## config.mk

```make
export PLATFORM = sky130hd
export DESIGN_NAME = parity_rx_flat
export DESIGN_NICKNAME = d
export VERILOG_FILES = /design/src/rtl/parity_rx_if.sv /design/src/rtl/parity_rx.sv /design/src/flat_wrapper.sv
export SDC_FILE = /design/constraint.sdc
export NUM_CORES = 1
export LEC_CHECK = 0
export CORE_MARGIN = 5
export CORE_UTILIZATION = 30
export DETAILED_ROUTE_END_ITERATION = 16
export MAX_ROUTING_LAYER = met4
export PLACE_DENSITY = 0.63
export REMOVE_ABC_BUFFERS = 1
export SYNTH_ARGS = -nofsm -noshare
export SYNTH_HDL_FRONTEND = slang
export SYNTH_SLANG_ARGS = --single-unit
```

## constraint.sdc

```tcl
create_clock -name clk -period 1.31 [get_ports clk]
set_input_delay 0.1965 -clock clk [delete_from_list [all_inputs] [get_ports clk]]
set_output_delay 0.1965 -clock clk [all_outputs]
set_load 0.05 [all_outputs]
```

## src/rtl/parity_rx_if.sv

```systemverilog
// parity_rx_if: serial input and valid/ready word output of the parity receiver
interface parity_rx_if #(parameter int DATA_W = 4);
   logic              sin_valid;
   logic              sin;
   logic              sof;
   logic [DATA_W-1:0] data_out;
   logic              par_err;
   logic              out_valid;
   logic              out_ready;
   logic              overrun;
   modport master (output sin_valid, sin, sof, out_ready, input data_out, par_err, out_valid, overrun);
   modport slave (input sin_valid, sin, sof, out_ready, output data_out, par_err, out_valid, overrun);
endinterface

```

## src/rtl/parity_rx.sv

```systemverilog
// parity_rx: LSB-first serial deserialiser with parity check and a one-word output register
module parity_rx #(
   parameter int DATA_W = 4,
   parameter int ODD = 0
) (
   input logic clk,
   input logic rst,
   parity_rx_if.slave bus
);
   localparam int CW = $clog2(DATA_W) + 1;
   typedef enum logic [1:0] {IDLE, DATA, PARITY} state_t;
   state_t            state, state_n;
   logic [CW-1:0]     cnt, cnt_n;
   logic [DATA_W-1:0] shift, shift_n;
   logic              done, err, free;
   always_comb begin
      state_n = state;
      cnt_n = cnt;
      shift_n = shift;
      done = 1'b0;
      if (bus.sin_valid) begin
         if (bus.sof) begin
            shift_n = DATA_W'(bus.sin);
            cnt_n = CW'(1);
            state_n = (DATA_W == 1) ? PARITY : DATA;
         end else if (state == DATA) begin
            shift_n = shift | (DATA_W'(bus.sin) << cnt);
            cnt_n = cnt + CW'(1);
            state_n = (cnt == CW'(DATA_W - 1)) ? PARITY : DATA;
         end else if (state == PARITY) begin
            done = 1'b1;
            cnt_n = '0;
            state_n = IDLE;
         end
      end
   end
   assign err = (^shift) ^ bus.sin ^ (ODD != 0);
   // a word leaving this cycle frees the register for the frame completing now
   assign free = !bus.out_valid || bus.out_ready;
   always_ff @(posedge clk) begin
      if (rst) begin
         state <= IDLE;
         cnt <= '0;
         shift <= '0;
         bus.data_out <= '0;
         bus.par_err <= 1'b0;
         bus.out_valid <= 1'b0;
         bus.overrun <= 1'b0;
      end else begin
         state <= state_n;
         cnt <= cnt_n;
         shift <= shift_n;
         if (done && free) begin
            bus.data_out <= shift;
            bus.par_err <= err;
            bus.out_valid <= 1'b1;
         end else if (bus.out_ready) bus.out_valid <= 1'b0;
         if (done && !free) bus.overrun <= 1'b1;
      end
   end
endmodule

```

## src/flat_wrapper.sv

```systemverilog
// flat-port wrapper written by rule: the top's interface ports become plain ports
module parity_rx_flat 
#(
   parameter int DATA_W = 4,
   parameter int ODD = 0
)
  (clk, rst, bus_sin_valid, bus_sin, bus_sof, bus_out_ready, bus_data_out, bus_par_err, bus_out_valid, bus_overrun);
  parity_rx_if #(.DATA_W(DATA_W)) bus_i ();
  input logic clk;
  input logic rst;
  input wire logic [$bits(bus_i.sin_valid)-1:0] bus_sin_valid;
  input wire logic [$bits(bus_i.sin)-1:0] bus_sin;
  input wire logic [$bits(bus_i.sof)-1:0] bus_sof;
  input wire logic [$bits(bus_i.out_ready)-1:0] bus_out_ready;
  output wire logic [$bits(bus_i.data_out)-1:0] bus_data_out;
  output wire logic [$bits(bus_i.par_err)-1:0] bus_par_err;
  output wire logic [$bits(bus_i.out_valid)-1:0] bus_out_valid;
  output wire logic [$bits(bus_i.overrun)-1:0] bus_overrun;
  assign bus_i.sin_valid = bus_sin_valid;
  assign bus_i.sin = bus_sin;
  assign bus_i.sof = bus_sof;
  assign bus_i.out_ready = bus_out_ready;
  assign bus_data_out = bus_i.data_out;
  assign bus_par_err = bus_i.par_err;
  assign bus_out_valid = bus_i.out_valid;
  assign bus_overrun = bus_i.overrun;
  parity_rx #(.DATA_W(DATA_W), .ODD(ODD)) u_core (.clk(clk), .rst(rst), .bus(bus_i));
endmodule
```

==> results.ini <==
[setup_path]
slowest_delay_ns = 0.34
critical-path-top-delay-family = compound AO/OA/AOI/OAI gates
critPathMaxFanout = 4
crit_required_ns = 1.52
path_class = flop to flop
crit_buf_inv = 1
r2r_slack_ns = 0.07
cp_common_cell = o22a_1
critPathSlowestCell = dfxtp_2
worstPathArrival_ns = 1.45
end_kind = flop
critPathLaunchType = flop
crit_chain = inv_1 > ha_4 > o22a_1 > o22a_1 > o32ai_2

[routing]
firstDrtPassIters = 4
num_vias = 696
via_per_inst = 5.01
ant_nets = 0
wirelength_um = 1730
drc = 0
drt_iter0_drc = 13
wl_per_cell_um = 12.4

[sta]
rsz0062_at_grt = false
maxSlewHeadroom = 0.817
clock_skew_ns = 0.00303
hold_viol = 0
slew_viol_final = 0
finalSetupViolations = 0
fmax_mhz = 806
finalCritPeriodShare = 0.947
finalCriticalPeriod_ns = 1.24
worst_slew_pin_slew_ns = 0.274

[layout]
fin_area_um2 = 1110
antennaDiodeCount = 0
final_cell_mix = dfxtp_1, buf_4, nand2_1
drive_above_1_share = 0.266
nets = 118
fillers = 239
final_common_cell = dfxtp_1
fin_util = 0.456
area_delta_synth_final_pct = 47.4

[floorplanning]
die_area_um2 = 3610
num_rows = 18
die_w_um = 60.1
die_y_um = 60.1
start_util = 0.309
ios = 13
core_area_um2 = 2430

[cts]
clock_sinks = 16
clkTransAtPathRegs_ns = 0.10
cts.htree.levels = 1
cts_root_buf = clkbuf_4
clk_latency_ns = 0.29
cts_tree = built
clockBufferDepth = 2
cts_inserted_buffers = 3

[global_route]
grt_max_degree = 12
grt_usage = 0.110
grt_pass1_vias = 660
grt_pass1_wl_um = 2910
grt_overflow = 0
antenna_found_initial = 0

[place]
port_buffers = 12
placed_cell_area_um2 = 1040
post-dp-hpwl_um = 1320
gp_congestion = 0.773

[worst_hold_path]
hold_class = flop to flop

[yosys]
ys_seq_area_frac = 0.426
syn_area_um2 = 752
synth_seq_cells = 16
synth.distinct_cells = 30
yosys_warnings = 0
syn_area_per_cell_um2 = 8.64
synthCells = 87

[pwr]
power_uw = 956
clkPwrFrac = 0.351
p_sw_uw = 229
p_int_uw = 728
p_seq_frac = 0.528
swShare = 0.239
leakage_nw = 0.416
ir_worst_vdd_mv = 0.573
p_per_area_nw_per_um2 = 863
combPwrFrac = 0.120

[flow_run]
maxCapViolCount = 0

[status]
status = completed

[flip-flops by register name, summed over array words and instances (netlist names)]
signal	flops
u_core.cnt	3
u_core.bus.out_valid	1
u_core.state	2
u_core.shift	4
u_core.bus.data_out	4
u_core.bus.overrun	1
u_core.bus.par_err	1
[per-stage QoR]
step	cells	setup TNS, ns	setup slack, ns	hold WS, ns
global placement	135	-0.675	-0.0755	0.480
detailed placement	135	-1.20	-0.126	0.492
floorplan	83	-0.0273	-0.0273	0.266
CTS	139	0	0.0115	0.507
global route	139	0	0.0216	0.526
finish	139	0	0.0695	0.501
[logic make-up after synthesis]
logic type,share of synthesized area
buffers and inverters,0.0499
adder cells (fa/ha/maj),0.0333
AND/OR/NAND/NOR,0.210
multiplexers,0.0133
AO/OA/AOI/OAI,0.215
flip-flops,0.426
XOR/XNOR,0.0532
[synth_stat cells, drive strengths merged]
master   count  area, um^2
mux2i        1        10.0
a311oi       1        8.76
nor3         1        5.00
nand3        5        25.0
nand2b       3        18.8
nor2         8        30.0
o22ai        1        6.26
a211oi       1        7.51
buf          3        15.0
xnor2        1        8.76
a21oi        7        35.0
xnor3        1        22.5
o211a        1        10.0
a2bb2oi      1        8.76
dfxtp       16         320
ha           2        25.0
o21ai        3        15.0
and4bb       1        12.5
or2          1        6.26
nand2       10        40.0
clkbuf       1        3.75
nand3b       1        7.51
a31oi        4        25.0
nor2b        2        12.5
inv          5        18.8
o32ai        2        17.5
o22a         2        17.5
xor2         1        8.76
a222oi       1        10.0
[area by class of cell]
cell class	instances	area, um^2	area share
clock buffer	4	36.3	0.0327
inverter	5	18.8	0.0169
multi-input combinational	62	427	0.385
sequential	16	324	0.292
tap	30	37.5	0.0339
timing repair buffer	22	265	0.239
[routing by layer]
metal / track usage / wire length [um] / vias to the layer above
li1: - / - / 352
met1: 0.133 / 764 / 325
met2: 0.173 / 816 / 17
met3: 0.0410 / 133 / 2
met4: 0.0285 / 13 / 0
met5: - / 0 / -
[worst paths after layout]
| kind | depth (start not counted) | from | end |
|---|---|---|---|
| setup / recovery | 5 | u_core.cnt[2] | u_core.cnt[2] |
| hold / removal | 2 | u_core.bus.data_out[2] | u_core.bus.data_out[2] |
| setup reg to reg | 5 | u_core.cnt[2] | u_core.cnt[2] |
| hold reg to reg | 2 | u_core.bus.data_out[2] | u_core.bus.data_out[2] |
[timing repair]
action,in CTS,in global routing
pin swaps,0,3
hold buffers,0,0
resized for setup,3,4
buffers inserted,0,0
endpoints found under the setup margin,1,1
[power groups by stage]
| stage | clock [mW] | combinational [mW] | sequential, mW |
|---|---|---|---|
| after floorplan | 0 | 0.0486 | 0.517 |
| after global placement | 0 | 0.110 | 0.514 |
| after detailed placement | 0 | 0.112 | 0.514 |
| after CTS | 0.346 | 0.113 | 0.503 |
| after global routing | 0.360 | 0.129 | 0.507 |
| final | 0.336 | 0.115 | 0.505 |
[worst min-delay path, stage by stage (launching register included)]
cell	delay, ns
dfxtp_1	0.35
nand2_1	0.06
a21oi_1	0.05
Power figures use the tool's default switching activity.
